**config.mk**
```make
export PLATFORM = sky130hd
export DESIGN_NAME = register_left_driver
export DESIGN_NICKNAME = d
export VERILOG_FILES = /design/src/rtl/register_left_driver.sv
export SDC_FILE = /design/constraint.sdc
export NUM_CORES = 1
export LEC_CHECK = 0
export ABC_AREA = 1
export CORE_MARGIN = 3
export CORE_UTILIZATION = 48
export CTS_CLUSTER_SIZE = 28
export DETAILED_ROUTE_END_ITERATION = 16
export GPL_TIMING_DRIVEN = 0
export PLACE_DENSITY = 0.95
export SETUP_SLACK_MARGIN = 0.15
export SYNTH_ARGS = -nofsm -noshare
export SYNTH_HDL_FRONTEND = slang
export SYNTH_SLANG_ARGS = --single-unit
```
**constraint.sdc**
```tcl
create_clock -name clk -period 4.63 [get_ports clk]
set_clock_uncertainty 0.1 [all_clocks]
set_input_delay 0.926 -clock clk [delete_from_list [all_inputs] [get_ports clk]]
set_output_delay 0.926 -clock clk [all_outputs]
set_load 0.1 [all_outputs]
```
**src/rtl/register_left_driver.sv**
```systemverilog
// Clocked initiator for the self-timed left-shift register: optional parallel load, then N
// single-bit shifts, each sequenced as a req/fin handshake with a synchronised fin.
module register_left_driver #(
  parameter int unsigned Width   = 32,
  parameter int unsigned ShiftW  = 6,
  parameter int unsigned MinWait = 4,
  parameter int unsigned Timeout = 255
) (
  input  logic              clk,
  input  logic              rst_n,
  input  logic              cmdValid,
  output logic              cmdReady,
  input  logic              cmdLoad,
  input  logic [Width-1:0]  cmdData,
  input  logic [ShiftW-1:0] cmdShift,
  output logic              saveReq,
  input  logic              saveFin,
  output logic              leftReq,
  input  logic              leftFin,
  output logic [Width-1:0]  regIn,
  input  logic [Width-1:0]  regOut,
  output logic              rspValid,
  input  logic              rspReady,
  output logic [Width-1:0]  rspData,
  output logic              rspErr,
  output logic              busy
);

  localparam int unsigned WaitW = $clog2(MinWait + 1);
  localparam int unsigned ToW   = $clog2(Timeout + 1);
  localparam logic [WaitW-1:0] WaitInit = WaitW'(MinWait);
  localparam logic [ToW-1:0]   ToMax    = ToW'(Timeout);

  typedef enum logic [2:0] {StIdle, StSaveReq, StLeftReq, StGap, StDone} state_e;

  state_e            state_q, state_d;
  logic [1:0]        save_sync_q, left_sync_q;
  logic              save_req_q, save_req_d;
  logic              left_req_q, left_req_d;
  logic [Width-1:0]  reg_in_q, reg_in_d;
  logic [Width-1:0]  rsp_data_q, rsp_data_d;
  logic              rsp_err_q, rsp_err_d;
  logic              rdy_q;
  logic [WaitW-1:0]  wait_q, wait_d;
  logic [WaitW-1:0]  hold_q, hold_d;
  logic [ToW-1:0]    to_q, to_d;
  logic [ShiftW-1:0] rem_q, rem_d;
  logic              gap_q, gap_d;
  logic              fin_sync;
  logic              in_req;
  logic              accept;

  assign cmdReady = rdy_q && (state_q == StIdle);
  assign busy     = (state_q != StIdle);
  assign rspValid = (state_q == StDone);
  assign saveReq  = save_req_q;
  assign leftReq  = left_req_q;
  assign regIn    = reg_in_q;
  assign rspData  = rsp_data_q;
  assign rspErr   = rsp_err_q;

  always_comb begin
    state_d    = state_q;
    reg_in_d   = reg_in_q;
    rsp_err_d  = rsp_err_q;
    rem_d      = rem_q;
    gap_d      = gap_q;
    wait_d     = wait_q;
    to_d       = to_q;
    accept     = cmdValid && cmdReady;
    in_req     = (state_q == StSaveReq) || (state_q == StLeftReq);
    fin_sync   = (state_q == StSaveReq) ? save_sync_q[1] : left_sync_q[1];
    // After reset the register may still be finishing; hold off new requests.
    hold_d     = (hold_q != '0) ? hold_q - 1'b1 : hold_q;

    unique case (state_q)
      StIdle: begin
        if (accept) begin
          reg_in_d  = cmdData;
          rem_d     = cmdShift;
          rsp_err_d = 1'b0;
          if (cmdLoad) begin
            state_d = StSaveReq;
          end else if (cmdShift != '0) begin
            state_d = StLeftReq;
          end else begin
            state_d = StDone;
          end
        end
      end
      StSaveReq, StLeftReq: begin
        if (hold_q == '0) begin
          if ((wait_q == '0) && fin_sync) begin
            state_d = StGap;
            if (state_q == StLeftReq) begin
              rem_d = rem_q - 1'b1;
            end
          end else if (to_q == ToMax) begin
            state_d   = StDone;
            rsp_err_d = 1'b1;
          end
        end
      end
      StGap: begin
        gap_d = 1'b1;
        if (gap_q) begin
          gap_d   = 1'b0;
          state_d = (rem_q != '0) ? StLeftReq : StDone;
        end
      end
      StDone: begin
        if (rspReady) begin
          state_d   = StIdle;
          rsp_err_d = 1'b0;
        end
      end
      default: state_d = StIdle;
    endcase

    // A request phase starts counting only once the post-reset hold-off has elapsed.
    if ((state_d != state_q) || (hold_q != '0)) begin
      wait_d = WaitInit;
      to_d   = '0;
    end else if (in_req) begin
      if (wait_q != '0) begin
        wait_d = wait_q - 1'b1;
      end
      to_d = to_q + 1'b1;
    end

    save_req_d = (state_d == StSaveReq) && (hold_d == '0);
    left_req_d = (state_d == StLeftReq) && (hold_d == '0);
    rsp_data_d = ((state_d == StDone) && (state_q != StDone)) ? regOut : rsp_data_q;
  end

  always_ff @(posedge clk) begin
    if (!rst_n) begin
      state_q     <= StIdle;
      save_sync_q <= '0;
      left_sync_q <= '0;
      save_req_q  <= 1'b0;
      left_req_q  <= 1'b0;
      reg_in_q    <= '0;
      rsp_data_q  <= '0;
      rsp_err_q   <= 1'b0;
      rdy_q       <= 1'b0;
      wait_q      <= '0;
      hold_q      <= WaitInit;
      to_q        <= '0;
      rem_q       <= '0;
      gap_q       <= 1'b0;
    end else begin
      state_q     <= state_d;
      save_sync_q <= {save_sync_q[0], saveFin};
      left_sync_q <= {left_sync_q[0], leftFin};
      save_req_q  <= save_req_d;
      left_req_q  <= left_req_d;
      reg_in_q    <= reg_in_d;
      rsp_data_q  <= rsp_data_d;
      rsp_err_q   <= rsp_err_d;
      rdy_q       <= 1'b1;
      wait_q      <= wait_d;
      hold_q      <= hold_d;
      to_q        <= to_d;
      rem_q       <= rem_d;
      gap_q       <= gap_d;
    end
  end

endmodule

```
==> impl_metrics.tcl <==
set metrics [dict create \
    slew_headroom_pct 31.8 \
    clkLatencyLatePin_ns 0.35 \
    grt-busiest-layer "met2" \
    final_cells 790 \
    grt_use_met3_pct 4.03 \
    crit_fanout 6 \
    postSynthAreaPerCell_um2 7.49 \
    slowest_delay_ns 1.14 \
    grt_util_met1_pct 28.1 \
    nNetsFinal 767 \
    clk_pin_slew_ns 0.09 \
    clk_path_buf_depth 2 \
    wire_per_inst_um 14.1 \
    critPathCaptureType "output port" \
    die_area_mm2 0.00933 \
    cts_sinks 96 \
    ir_drop_mv 0.236 \
    power.static_leakage_nw 2.27 \
    synth_area_mm2 0.00394 \
    fillers 588 \
    port_buffers 146 \
    slew_violations 0 \
    path_class "reg -> out" \
    core.rowCount 32 \
    dpl_cell_area_mm2 0.00553 \
    gr-total-overflow 0 \
    grt_pass1_wl_um 17400 \
    reg2reg_slack_ns 2.43 \
    cp.arrival_ns 2.54 \
    ys_seq_area_share_pct 48.8 \
    place_inst 774 \
    drv_cap 0 \
    hold_ws_ns 0.318 \
    ys_types 34 \
    post-place-ws_ns 1.49 \
    gp_congestion 0.875 \
    grt_use_met2_pct 43.1 \
    syn_inst 526 \
    hold_viol 0 \
    cts_inserted_buffers 9 \
    drt_iter0_markers 210 \
    diodes 0 \
    routed_via_density 5.03 \
    crit_slowest_cell "clkdlybuf4s50_1" \
    hp-class "reg -> reg" \
    finalWorstSetupSlack_ns 1.06 \
    finish.utilization_pct 73.8 \
    cts_tree "yes" \
    drc_errors 0 \
    wl_um 11100 \
    core_mm2 0.00785 \
    synth_seq_cells 96 \
    finalSetupViolations 0 \
    final_area_mm2 0.00579 \
    period_needed_ns 3.57 \
    status "complete, no violations" \
    layout_commonest_cell "clkdlybuf4s50_1" \
    io_pins 147 \
    tns_ns 0 \
    drive_gt1_share_pct 6.40 \
    initial_utilization_pct 50.2 \
    antenna_found_initial 0 \
    rsz0062_at_grt "no" \
    die_w_um 96.6 \
    crit_chain "nor2_4 > inv_2 > nor2_1 > inv_1 > nor2_1 > clkdlybuf4s50_1" \
    synth-warning-count 0 \
    dp_hpwl_um 8300 \
    grt_max_degree 17 \
    layout_common_cells "146 x clkdlybuf4s50_1, 113 x nand2_1, 104 x nor2_1" \
    area_growth_pct 47.2 \
    power_density_mw_per_mm2 349 \
    worstMarginPinSlew_ns 1.02 \
    ctsResizeCount 0 \
    cp_top_family "buffers and inverters" \
    drtAntennaViolNets 0 \
    power_mw 2.02 \
    crit_top_cell "nor2_1" \
    track_usage_pct 23.9 \
    cts_setup_buffers 0 \
    clockRootBuffer "clkbuf_8" \
    holdBufCountCts 0 \
    required_ns 3.60 \
    syn_nets 610 \
    cts_htree_levels 3 \
    path_buf_inv 3 \
    route.vias.total 3972 \
    grt_pass1_vias 3856 \
    die_h_um 96.6 \
    period_share_pct 77.0 \
    cp-start-kind "flip-flop" \
    dr.pass1.iters 5 \
    fmax_ghz 0.280 \
]
## path summary, 6_finish.rpt
path	depth (start not counted)	startpoint	end
max	6	state_q[1]	cmdReady
min	2	save_sync_q[0]	save_sync_q[1]
max reg2reg	12	hold_q[0]	rspData[6]
min reg2reg	2	save_sync_q[0]	save_sync_q[1]
## power breakdown
part	total, mW	internal [mW]	switching, mW	leakage (nW)
clock network	0.715	0.414	0.301	0.126
registers	0.883	0.863	0.0199	0.781
logic	0.424	0.153	0.272	1.36
total	2.02	1.43	0.592	2.27
## worst register-to-register path, cell delays in order, from the launching register on
cell and delay [ns]:
dfxtp_1 0.31, inv_1 0.10, ha_1 0.18, inv_1 0.05, nor2_2 0.24, nand3_1 0.17
nand2_1 0.08, nand3_1 0.13, nand2_2 0.12, nand2_2 0.12, clkbuf_2 0.21, o21ai_0 0.22
nor2_1 0.06
## state kept, by name, indices dropped and copies added, names as in the netlist
signal       flops
gap_q            1
hold_q           3
leftReq          1
left_sync_q      2
rdy_q            1
regIn           32
rem_q            6
rspData         32
rspErr           1
saveReq          1
save_sync_q      2
state_q          3
to_q             8
wait_q           3
## cell type report
cell class	count	area, um^2	area share (%)
plain buffers	25	141	2.44
clock buffers	9	124	2.14
clock inverters	7	144	2.48
inverters	44	165	2.85
multi-input cells	361	1710	29.5
flip-flops and latches	96	1920	33.2
well taps	102	128	2.20
repair buffers	146	1460	25.2
## cells by family (layout without fill, tap and decap cells)
logic type	after synthesis	in the layout	share of synthesized area, %
AOI/OAI and AO/OA	96	96	12.6
xor gates and xnor gates	12	12	2.67
adders and majority gates	7	7	2.22
and+or+nand+nor	245	245	25.6
muxes	1	1	0.254
buffers and inverters	69	231	7.79
DFF	96	96	48.8
## cell usage after synthesis
cell	number	area share [%]
a211oi_1	1	0.19
a21boi_0	1	0.19
a21oi_1	45	5.7
a21oi_2	2	0.44
and3_1	1	0.16
buf_1	1	0.095
buf_2	2	0.25
buf_4	1	0.19
buf_6	5	1.4
clkbuf_1	13	1.2
clkbuf_2	3	0.38
dfxtp_1	96	49
ha_1	7	2.2
inv_1	39	3.7
inv_2	5	0.48
mux2i_1	1	0.25
nand2_1	113	11
nand2_2	3	0.48
nand3_1	12	1.5
nand3_4	1	0.44
nand4_1	1	0.16
nand4_2	1	0.32
nand4_4	1	0.54
nor2_1	104	9.9
nor2_2	3	0.48
nor2_4	1	0.29
nor3_1	3	0.38
o211ai_1	1	0.19
o21ai_0	44	5.6
o21ai_1	1	0.13
o31ai_1	1	0.19
or3_1	1	0.16
xnor2_1	6	1.3
xor2_1	6	1.3
## metal layers
layer,wire length (um),part of all wire [%]
met3,473,4.3
met1,4490,40
met5,0,0
met2,5810,52
met4,349,3.1
Power figures use the tool's default switching activity.
